### src/rtl/tag_tree_update.sv
// Three-level 16-ary presence tree updater: sets or clears a tag's leaf bit and
// propagates occupancy changes towards the root through an external node memory.
module tag_tree_update #(
  parameter int TAG_W  = 12,
  parameter int ADDR_W = 9
) (
  input  logic              clk,
  input  logic              rst_n,
  input  logic              op_valid,
  output logic              op_ready,
  input  logic              op_ins,
  input  logic [TAG_W-1:0]  op_tag,
  output logic              mem_re,
  output logic              mem_we,
  output logic [ADDR_W-1:0] mem_addr,
  output logic [15:0]       mem_wdata,
  input  logic [15:0]       mem_rdata,
  output logic              done,
  output logic              err
);

  typedef enum logic [2:0] {S_IDLE, S_READ, S_CHECK, S_WRITE, S_DONE} state_t;

  localparam logic [1:0] LVL_LEAF = 2'd0;
  localparam logic [1:0] LVL_MID  = 2'd1;
  localparam logic [1:0] LVL_ROOT = 2'd2;

  state_t             state_r, state_nx_s;
  logic [1:0]         level_r, level_nx_s;
  logic [TAG_W-1:0]   tag_r, tag_nx_s;
  logic               ins_r, ins_nx_s;
  logic [15:0]        old_r;
  logic [15:0]        bit_s, new_s;
  logic               err_s, stop_s;

  function automatic logic [ADDR_W-1:0] node_addr(input logic [1:0] lvl, input logic [TAG_W-1:0] tag);
    case (lvl)
      LVL_LEAF: node_addr = ADDR_W'(9'd17 + {1'b0, tag[11:4]});
      LVL_MID:  node_addr = ADDR_W'(9'd1 + {5'd0, tag[11:8]});
      default:  node_addr = {ADDR_W{1'b0}};
    endcase
  endfunction

  function automatic logic [3:0] node_digit(input logic [1:0] lvl, input logic [TAG_W-1:0] tag);
    case (lvl)
      LVL_LEAF: node_digit = tag[3:0];
      LVL_MID:  node_digit = tag[7:4];
      default:  node_digit = tag[11:8];
    endcase
  endfunction

  // mem_rdata is the old word only during CHECK; mem_wdata holds the new word during WRITE.
  assign bit_s  = 16'd1 << node_digit(level_r, tag_r);
  assign new_s  = ins_r ? (mem_rdata | bit_s) : (mem_rdata & ~bit_s);
  assign err_s  = (level_r == LVL_LEAF) &&
                  (ins_r ? (|(mem_rdata & bit_s)) : ~(|(mem_rdata & bit_s)));
  assign stop_s = (level_r == LVL_ROOT) ||
                  (ins_r ? (old_r != 16'd0) : (mem_wdata != 16'd0));

  // Next-state and next-context selection.
  always_comb begin
    state_nx_s = state_r;
    level_nx_s = level_r;
    tag_nx_s   = tag_r;
    ins_nx_s   = ins_r;
    case (state_r)
      S_IDLE: begin
        if (op_valid) begin
          state_nx_s = S_READ;
          level_nx_s = LVL_LEAF;
          tag_nx_s   = op_tag;
          ins_nx_s   = op_ins;
        end else begin
          state_nx_s = S_IDLE;
        end
      end
      S_READ:  state_nx_s = S_CHECK;
      S_CHECK: begin
        if (err_s) begin
          state_nx_s = S_DONE;
        end else begin
          state_nx_s = S_WRITE;
        end
      end
      S_WRITE: begin
        if (stop_s) begin
          state_nx_s = S_DONE;
        end else begin
          state_nx_s = S_READ;
          level_nx_s = level_r + 2'd1;
        end
      end
      S_DONE:  state_nx_s = S_IDLE;
      default: state_nx_s = S_IDLE;
    endcase
  end

  // State, context and registered outputs; outputs are decoded from the next state.
  always_ff @(posedge clk) begin
    if (!rst_n) begin
      state_r   <= S_IDLE;
      level_r   <= LVL_LEAF;
      tag_r     <= {TAG_W{1'b0}};
      ins_r     <= 1'b0;
      old_r     <= 16'd0;
      op_ready  <= 1'b1;
      mem_re    <= 1'b0;
      mem_we    <= 1'b0;
      mem_addr  <= {ADDR_W{1'b0}};
      mem_wdata <= 16'd0;
      done      <= 1'b0;
      err       <= 1'b0;
    end else begin
      state_r  <= state_nx_s;
      level_r  <= level_nx_s;
      tag_r    <= tag_nx_s;
      ins_r    <= ins_nx_s;
      op_ready <= (state_nx_s == S_IDLE);
      mem_re   <= (state_nx_s == S_READ);
      mem_we   <= (state_nx_s == S_WRITE);
      done     <= (state_nx_s == S_DONE);
      err      <= (state_r == S_CHECK) && err_s;
      if (state_nx_s == S_READ) begin
        mem_addr <= node_addr(level_nx_s, tag_nx_s);
      end
      if (state_r == S_CHECK) begin
        old_r     <= mem_rdata;
        mem_wdata <= new_s;
      end
    end
  end

endmodule

### config.mk
export PLATFORM = sky130hd
export DESIGN_NAME = tag_tree_update
export DESIGN_NICKNAME = d
export VERILOG_FILES = /design/src/rtl/tag_tree_update.sv
export SDC_FILE = /design/constraint.sdc
export NUM_CORES = 1
export LEC_CHECK = 0
export CAP_MARGIN = 20
export CORE_ASPECT_RATIO = 0.7
export CORE_MARGIN = 8
export CORE_UTILIZATION = 56
export CTS_CLUSTER_DIAMETER = 30
export DETAILED_ROUTE_END_ITERATION = 10
export PLACE_DENSITY = 0.85
export SYNTH_ARGS = -nofsm -noshare
export SYNTH_HDL_FRONTEND = slang
export SYNTH_SLANG_ARGS = --single-unit
### constraint.sdc
create_clock -name clk -period 5.68 [get_ports clk]
set_input_delay 1.136 -clock clk [delete_from_list [all_inputs] [get_ports clk]]
set_output_delay 1.136 -clock clk [all_outputs]
set_load 0.02 [all_outputs]
==> metrics.yaml, run 1 <==
yosysTopAreaCellShare: 0.3869
rows: 23
period_share: 0.6406
cp_slowest_stage_delay_ns: 0.53
ys_ff_latch: 64
overflow: 0
cp.arrival_ns: 3.87
whs_ns: 0.4547
total_power_w: 0.001329
cts_buffers: 9
post-route-cell-area_mm2: 0.004130
async_flop_share: 0
synthFlopType: "dfxtp_1"
clk_latency_ns: 0.34
worstPathRequired_ns: 5.91
ant_nets: 0
start_kind: "input port"
dieArea_mm2: 0.008670
netlist_top_cells_area: "dfxtp_1 39%, nand2_1 8.4%, mux2i_1 6.0%"
die_height_um: 80.34
synth_edf_count: 0
placeableCoreArea_mm2: 0.005727
cp_max_fo: 19
grt_usage: 0.2066
outcome: "complete, no violations"
crit_path_top_delay_cell: "mux2i_1"
cts_tree: "built"
maxCapViolCount: 0
num_antenna_cells: 0
filler_cell_count: 433
syn_inst: 395
tns_ns: 0
syn2layout_area_growth_pct: 24.71
finClkSkew_ns: 0.008452
ios: 62
cts_resized: 0
h-tree-depth: 3
dpl_cell_area_mm2: 0.003950
grt_pass1_vias: 2845
synth_fp_nets: 433
clock_path_buffers: 2
hold_buffers: 0
r2r-start: "level_r[0]"
grt_pass1_wl_mm: 14.28
ys_seq_area_frac: 0.3869
worstSetupPathType: "input port to flip-flop"
hold_path_class: "flip-flop to flip-flop"
routed_wl_mm: 8.857
drcViolationCount: 0
worstHoldStart: "mem_addr[5]"
synth_commonest_cells: "74 x nand2_1, 64 x dfxtp_1, 26 x nor2_1, 22 x a21boi_0, 20 x mux2i_1"
drtIter0Drc: 238
nets: 484
numPortBuffers: 61
setup_ws_ns: 2.041
cts_root_buf: "clkbuf_8"
grt_max_degree: 63
wl_per_cell_um: 16.84
period_minus_slack_ns: 3.639
viasPerCell: 5.970
gp_congestion: 0.8967
synth.avg_cell_area_um2: 8.385
timing.final.hold_violations: 0
worst-slew-pin-transition_ns: 0.9392
dr.pass1.iters: 5
place_hpwl_mm: 6.305
crit_path_start: "op_valid"
netlist_area_mm2: 0.003312
start_util: 0.5783
clock-sinks: 64
p_leak_nw: 1.632
ys.warnings.count: 0
yosysMostFrequentCell: "nand2_1"
relSlewSlack: 0.3715
drive_above_1_share: 0.06208
drv_slew: 0
setup_violations: 0
vdd_drop_max_mv: 0.1980
post-place-ws_ns: 1.781
max_freq_mhz: 274.8
p_per_area_mw_per_mm2: 321.7
end_kind: "flip-flop"
rsz0062_at_grt: "false"
worstPathCellList: "clkdlybuf4s50_1 > nor4b_2 > buf_4 > mux2i_1 > inv_1 > ha_1 > a21oi_1 > xnor2_1 > nor2_1 > a22oi_1 > nor2b_1"
yosysTopAreaCell: "dfxtp_1"
cts_setup_buffers: 0
antenna_found_initial: 0
clkTransAtPathRegs_ns: 0.06
ys_types: 50
vias: 3140
dieWidth_um: 107.9
cell families (layout without fill, tap and decap cells):
kind of cell             Yosys count  in the layout  share of synthesized area
multiplexers                      22             22                    0.06724
XOR/XNOR                           9              9                    0.02380
AO/OA/AOI/OAI                     89             89                     0.2097
buffers and inverters             36             92                    0.04609
AND/OR/NAND/NOR                  169            169                     0.2437
adder cells (fa/ha/maj)            6              6                    0.02267
flip-flops                        64             64                     0.3869
final timing paths:
check                                    to  slack [ns]  cells past startpoint
worst max-delay path            mem_addr[6]        2.04                     11
worst min-delay path            mem_addr[5]        0.45                      2
worst max register to register   state_r[0]        2.27                     10
worst min register to register  mem_addr[5]        0.45                      2
worst max-delay path: cells and delay by family:
kind                     cells  cell delay (ns)
AND/OR/NAND/NOR              3             0.33
AO/OA/AOI/OAI                2             0.46
XOR/XNOR                     1             0.16
multiplexers                 1             0.53
adder cells (fa/ha/maj)      1             0.27
buffers and inverters        3             0.97
flip-flops by register name, indices dropped and copies added, names as in the netlist, 2 cells and up:
name,count
tag_r,12
level_r,2
mem_addr,9
mem_wdata,16
old_r,16
state_r,3
report_power, final:
group / switching (W) / internal (W) / total (W)
sequential: 0.0000389 / 0.000501 / 0.000540
combinational: 0.000237 / 0.000180 / 0.000418
clock: 0.000170 / 0.000201 / 0.000371
metrics by stage:
stage                     cells  utilization
final                       526       0.7212
after global routing        526       0.7212
after CTS                   526       0.7212
after detailed placement    510       0.6898
after global placement      510       0.6898
after floorplan             395            -
area by class of cell:
class / instances / area, um2 / share of cell area
Multi-Input combinational cell: 295 / 1889 / 0.4574
Clock inverter: 4 / 45.04 / 0.01091
Sequential cell: 64 / 1281 / 0.3102
Inverter: 10 / 37.54 / 0.009088
Tap cell: 75 / 93.84 / 0.02272
Timing Repair Buffer: 66 / 648.1 / 0.1569
Clock buffer: 12 / 135.1 / 0.03272
routing by layer:
layer | wire, um | global-route usage | up-vias
met4 | 116 | 0.06759 | 0
met1 | 4084 | 0.2800 | 1482
met3 | 824 | 0.06555 | 14
li1 | - | - | 1503
met2 | 3831 | 0.3026 | 141
met5 | 0 | 0 | -
placed cells by master (no fill, tap or decap), types with 3 or more instances in the layout:
cell,instances
nor3_1,9
nor2_1,26
a221oi_1,4
buf_4,5
xor2_1,4
inv_1,10
xnor2_1,5
a311oi_1,3
or3_1,4
nor4_1,5
ha_1,6
nand2_1,74
o21ai_0,15
a21boi_0,22
a21oi_1,7
clkbuf_8,9
mux2i_1,20
clkinv_2,3
and3_1,3
o211a_1,13
o311ai_0,3
nand3_1,15
a22oi_1,3
o21a_1,3
nor2b_1,13
a31oi_1,3
clkdlybuf4s50_1,61
a221o_1,4
clkbuf_1,3
nor3b_1,4
dfxtp_1,64
Power figures use the tool's default switching activity.
==> run 2: changes to the inputs <==
--- a/config.mk
+++ b/config.mk
@@ -8,10 +8,10 @@
 export CAP_MARGIN = 20
 export CORE_ASPECT_RATIO = 0.7
 export CORE_MARGIN = 8
-export CORE_UTILIZATION = 56
+export CORE_UTILIZATION = 47
 export CTS_CLUSTER_DIAMETER = 30
 export DETAILED_ROUTE_END_ITERATION = 10
-export PLACE_DENSITY = 0.85
+export PLACE_DENSITY = 0.76
 export SYNTH_ARGS = -nofsm -noshare
 export SYNTH_HDL_FRONTEND = slang
 export SYNTH_SLANG_ARGS = --single-unit
==> constraint.sdc (replaced) <==
create_clock -name clk -period 2.97 [get_ports clk]
set_input_delay 0.594 -clock clk [delete_from_list [all_inputs] [get_ports clk]]
set_output_delay 0.594 -clock clk [all_outputs]
set_load 0.02 [all_outputs]
==> metrics.yaml, run 2 (same netlist as run 1, synthesis figures left out) <==
whs_ns: 0.4564
wl_per_cell_um: 17.65
drcViolationCount: 0
dp_cells: 557
combPwrFrac: 0.330
p_seq_frac: 0.370
cp_max_fo: 10
routed_wl_mm: 10.20
overflow: 0
start_util: 0.4879
die_height_um: 86.23
rows: 25
cp.arrival_ns: 3.14
seqCellArea_mm2: 0.001282
rsz0062_at_grt: "true"
cts_tree: "built"
clock-sinks: 64
dieWidth_um: 116.3
r2r-start: "level_r[1]"
drtIter0Drc: 301
grt_pass1_vias: 3114
layout_commonest_cell: "nand2_1"
drv_slew: 0
filler_cell_count: 585
outcome: "complete, no violations"
clkTransAtPathRegs_ns: 0.07
p_leak_nw: 1.817
post-place-ws_ns: -0.08357
p_int_w: 0.001886
num_antenna_cells: 0
grt_max_degree: 62
clock_path_buffers: 2
drive_above_1_share: 0.1426
p_per_area_mw_per_mm2: 617.6
placeableCoreArea_mm2: 0.006788
worst-slew-pin-transition_ns: 0.6382
grt_usage: 0.2086
worstSetupPathType: "flip-flop to flip-flop"
antenna_found_initial: 0
max_freq_mhz: 350.8
setup_ws_ns: 0.1194
vias: 3288
relSlewSlack: 0.5746
h-tree-depth: 3
worstHoldStart: "mem_addr[7]"
numPortBuffers: 61
ios: 62
start_kind: "flip-flop"
nets: 517
crit_path_top_delay_cell: "a2111oi_4"
p_clk_frac: 0.300
crit_path_start: "level_r[1]"
timing.final.hold_violations: 0
fin_util: 0.6665
viasPerCell: 5.689
vdd_drop_max_mv: 0.3259
ant_nets: 0
period_share: 0.9598
largestRegisters: "mem_wdata: 16 flops, old_r: 16 flops, tag_r: 12 flops"
cts_buffers: 9
cp_slowest_stage_delay_ns: 0.38
syn2layout_area_growth_pct: 36.61
instances_no_fill: 578
hold_path_class: "flip-flop to flip-flop"
dr.pass1.iters: 5
setup_violations: 0
final_cell_mix: "74 x nand2_1, 63 x dfxtp_1, 61 x clkdlybuf4s50_1"
finClkSkew_ns: 0.007039
p_sw_w: 0.0009086
cts_root_buf: "clkbuf_8"
maxCapViolCount: 0
end_kind: "flip-flop"
post-route-cell-area_mm2: 0.004524
worstPathRequired_ns: 3.26
dieArea_mm2: 0.01003
place_hpwl_mm: 7.442
clk_latency_ns: 0.35
period_minus_slack_ns: 2.851
swShare: 0.3252
multi_input_area_mm2: 0.001946
grt_pass1_wl_mm: 16.23
worstPathCellList: "inv_1 > ha_4 > nor3b_1 > a221oi_1 > buf_4 > mux2_2 > a22oi_1 > o32ai_1 > a2111oi_4 > mux2i_2 > nor2b_1"
dpl_cell_area_mm2: 0.004209
gp_congestion: 0.8790
run 2: cell type report:
cell class              count  area share
clock buffers              13     0.03291
clock inverters             3     0.01438
well taps                  94     0.02600
multi-input cells         295      0.4300
repair buffers             99      0.2049
flip-flops and latches     64      0.2835
inverters                  10    0.008296
run 2: final timing paths:
kind	cells after the start	slack (ns)	endpoint
min	2	0.46	mem_addr[7]
max reg2reg	11	0.12	err
min reg2reg	2	0.46	mem_addr[7]
max	11	0.12	err
run 2: what timing repair did:
item	4_1_cts	5_1_grt
hold endpoints to repair	0	0
pin swaps	0	1
buffers inserted	0	4
resized for setup	5	6
setup endpoints to repair	5	6
hold buffers	0	0
run 2: metal layers:
metal / vias to the layer above / wire [um] / track usage
li1: 1577 / - / -
met1: 1572 / 4847 / 0.2882
met2: 125 / 4348 / 0.2976
met3: 14 / 858 / 0.07078
met4: 0 / 149 / 0.05979
met5: - / 0 / 0
run 2: metrics by stage:
stage / setup TNS [ns] / power, W
global route: -0.1744 / 0.002934
global placement: -0.01443 / 0.001915
finish: 0 / 0.002794
CTS: 0 / 0.002782
detailed placement: -0.1817 / 0.001931
floorplan: 0 / 0.001554
run 2: critical path, delay by kind of cell, from the launching register on:
kind | cells | cell delay, ns
AOI/OAI and AO/OA | 4 | 0.88
muxes | 2 | 0.72
buffers and inverters | 2 | 0.38
DFF | 1 | 0.31
and+or+nand+nor | 2 | 0.25
adders and majority gates | 1 | 0.24
run 2: power by group through the flow:
stage | clock network, W | registers (W) | logic (W)
finish | 0.000839 | 0.00103 | 0.000923
global route | 0.000894 | 0.00104 | 0.000997
CTS | 0.000856 | 0.00103 | 0.000896
detailed placement | 0 | 0.00105 | 0.000884
global placement | 0 | 0.00104 | 0.000871
floorplan | 0 | 0.00110 | 0.000457
==> run 3: changes to the inputs <==
--- a/config.mk
+++ b/config.mk
@@ -9,9 +9,11 @@
 export CORE_ASPECT_RATIO = 0.7
 export CORE_MARGIN = 8
 export CORE_UTILIZATION = 47
-export CTS_CLUSTER_DIAMETER = 30
+export CTS_CLUSTER_DIAMETER = 200
 export DETAILED_ROUTE_END_ITERATION = 10
+export HOLD_SLACK_MARGIN = 0.03
 export PLACE_DENSITY = 0.76
+export SLEW_MARGIN = 20
 export SYNTH_ARGS = -nofsm -noshare
 export SYNTH_HDL_FRONTEND = slang
 export SYNTH_SLANG_ARGS = --single-unit
==> metrics.yaml, run 3 (same netlist as run 1, synthesis figures left out) <==
start_kind: "flip-flop"
worstSetupPathType: "flip-flop to flip-flop"
r2r_cells: 11
worstPathCellList: "inv_1 > ha_4 > nor3b_1 > a221oi_1 > buf_4 > mux2_2 > a22oi_1 > o32ai_1 > a2111oi_4 > mux2i_2 > a21oi_1"
grt_pass1_vias: 3114
maxCapViolCount: 0
whs_ns: 0.4559
filler_cell_count: 587
instances_no_fill: 578
wl_per_cell_um: 17.80
period_share: 0.9677
worst-slew-pin-transition_ns: 0.6715
end_kind: "flip-flop"
num_antenna_cells: 0
h-tree-depth: 3
post-route-cell-area_mm2: 0.004534
crit_path_top_delay_cell: "a2111oi_4"
vdd_drop_max_mv: 0.3251
start_util: 0.4879
cts_buffers: 9
whs_path_depth: 2
cp_max_fo: 10
cp.arrival_ns: 3.09
dr.pass1.iters: 5
ios: 62
p_int_w: 0.001883
cts_root_buf: "clkbuf_8"
vias: 3263
combPwrFrac: 0.332
hold_path_class: "flip-flop to flip-flop"
nets: 517
clkTransAtPathRegs_ns: 0.07
rows: 25
p_clk_frac: 0.300
relSlewSlack: 0.5519
critical_path_depth: 11
layout_commonest_cell: "nand2_1"
total_power_w: 0.002804
swShare: 0.3285
finClkSkew_ns: 0.007201
numPortBuffers: 61
outcome: "complete, no violations"
antenna_found_initial: 0
p_per_area_mw_per_mm2: 618.4
rsz0062_at_grt: "true"
clk_latency_ns: 0.36
crit_buf_inv: 2
setup_violations: 0
grt_pass1_wl_mm: 16.23
drive_above_1_share: 0.1467
ant_nets: 0
cts_tree: "built"
die_height_um: 86.23
p_leak_nw: 1.815
max_freq_mhz: 347.9
clock_path_buffers: 2
syn2layout_area_growth_pct: 36.91
cp_slowest_stage_delay_ns: 0.38
worstPathRequired_ns: 3.19
grt_usage: 0.2086
grt_max_degree: 62
final_cell_mix: "73 x nand2_1, 63 x dfxtp_1, 61 x clkdlybuf4s50_1"
overflow: 0
dieArea_mm2: 0.01003
crit_family: "compound AO/OA/AOI/OAI gates"
gp_congestion: 0.8790
drv_slew: 0
place_hpwl_mm: 7.442
clock-sinks: 64
period_minus_slack_ns: 2.874
largestRegisters: "mem_wdata: 16 flops, old_r: 16 flops, tag_r: 12 flops"
drtIter0Drc: 279
timing.final.hold_violations: 0
tns_ns: 0
p_sw_w: 0.0009211
p_seq_frac: 0.368
viasPerCell: 5.645
drcViolationCount: 0
placeableCoreArea_mm2: 0.006788
dieWidth_um: 116.3
dp_cells: 557
routed_wl_mm: 10.29
dpl_cell_area_mm2: 0.004209
==> run 3: cell count changes in the layout (fill, tap and decap cells not counted) <==
cell / before / now
a21boi_0: 22 / 21
a21boi_1: 0 / 1
buf_4: 35 / 36
clkbuf_8: 11 / 10
nand2_1: 74 / 73
nand2_2: 0 / 1
nor2_1: 26 / 25
nor2_2: 0 / 1
o32ai_2: 1 / 0
o32ai_4: 0 / 1
==> run 3: path summary, 6_finish.rpt <==
check                                 start     endpoint  slack, ns
worst max register to register   level_r[1]   state_r[0]        0.1
worst min register to register  mem_addr[7]  mem_addr[7]       0.46
worst max-delay path             level_r[1]   state_r[0]        0.1
worst min-delay path            mem_addr[7]  mem_addr[7]       0.46
==> run 3: worst reg2reg max path: stages (launching register included) <==
cell and delay [ns]:
dfxtp_1 0.31, inv_1 0.16, ha_4 0.24, nor3b_1 0.08
a221oi_1 0.21, buf_4 0.22, mux2_2 0.34, a22oi_1 0.15
o32ai_1 0.15, a2111oi_4 0.38, mux2i_2 0.38, a21oi_1 0.11
==> run 3: per-stage QoR <==
step                      worst slack [ns]    util
after detailed placement          -0.08357  0.6201
after global routing              -0.08110  0.6680
after global placement            -0.01443  0.6201
final                              0.09594  0.6680
after floorplan                    0.08271       -
after CTS                          0.02904  0.6546
==> run 3: area by class of cell <==
cell class              count  area [um2]  area share
inverters                  10       37.54    0.008278
clock buffers              13       148.9     0.03284
multi-input cells         295        1962      0.4327
clock inverters             3       65.06     0.01435
repair buffers             99       920.9      0.2031
well taps                  94       117.6     0.02594
flip-flops and latches     64        1282      0.2828
==> run 3: repair_timing <==
action,4_1_cts,5_1_grt
hold endpoints to repair,0,0
endpoints found under the setup margin,5,9
hold buffers,0,0
setup buffers,0,5
resized for setup,5,9
pin swaps,0,1
==> run 3: layer usage <==
layer | global-route usage | up-vias | routed length (um)
met4 | 0.05979 | 0 | 142
met5 | 0 | - | 0
met1 | 0.2882 | 1565 | 4837
li1 | - | 1573 | -
met2 | 0.2976 | 109 | 4392
met3 | 0.07078 | 16 | 916
==> run 3: power by group through the flow <==
stage / registers [W] / logic [W] / clock network (W)
6_report: 0.00103 / 0.000930 / 0.000842
5_1_grt: 0.00104 / 0.00100 / 0.000894
3_5_place_dp: 0.00105 / 0.000884 / 0
3_3_place_gp: 0.00104 / 0.000871 / 0
4_1_cts: 0.00103 / 0.000896 / 0.000856
2_1_floorplan: 0.00110 / 0.000457 / 0
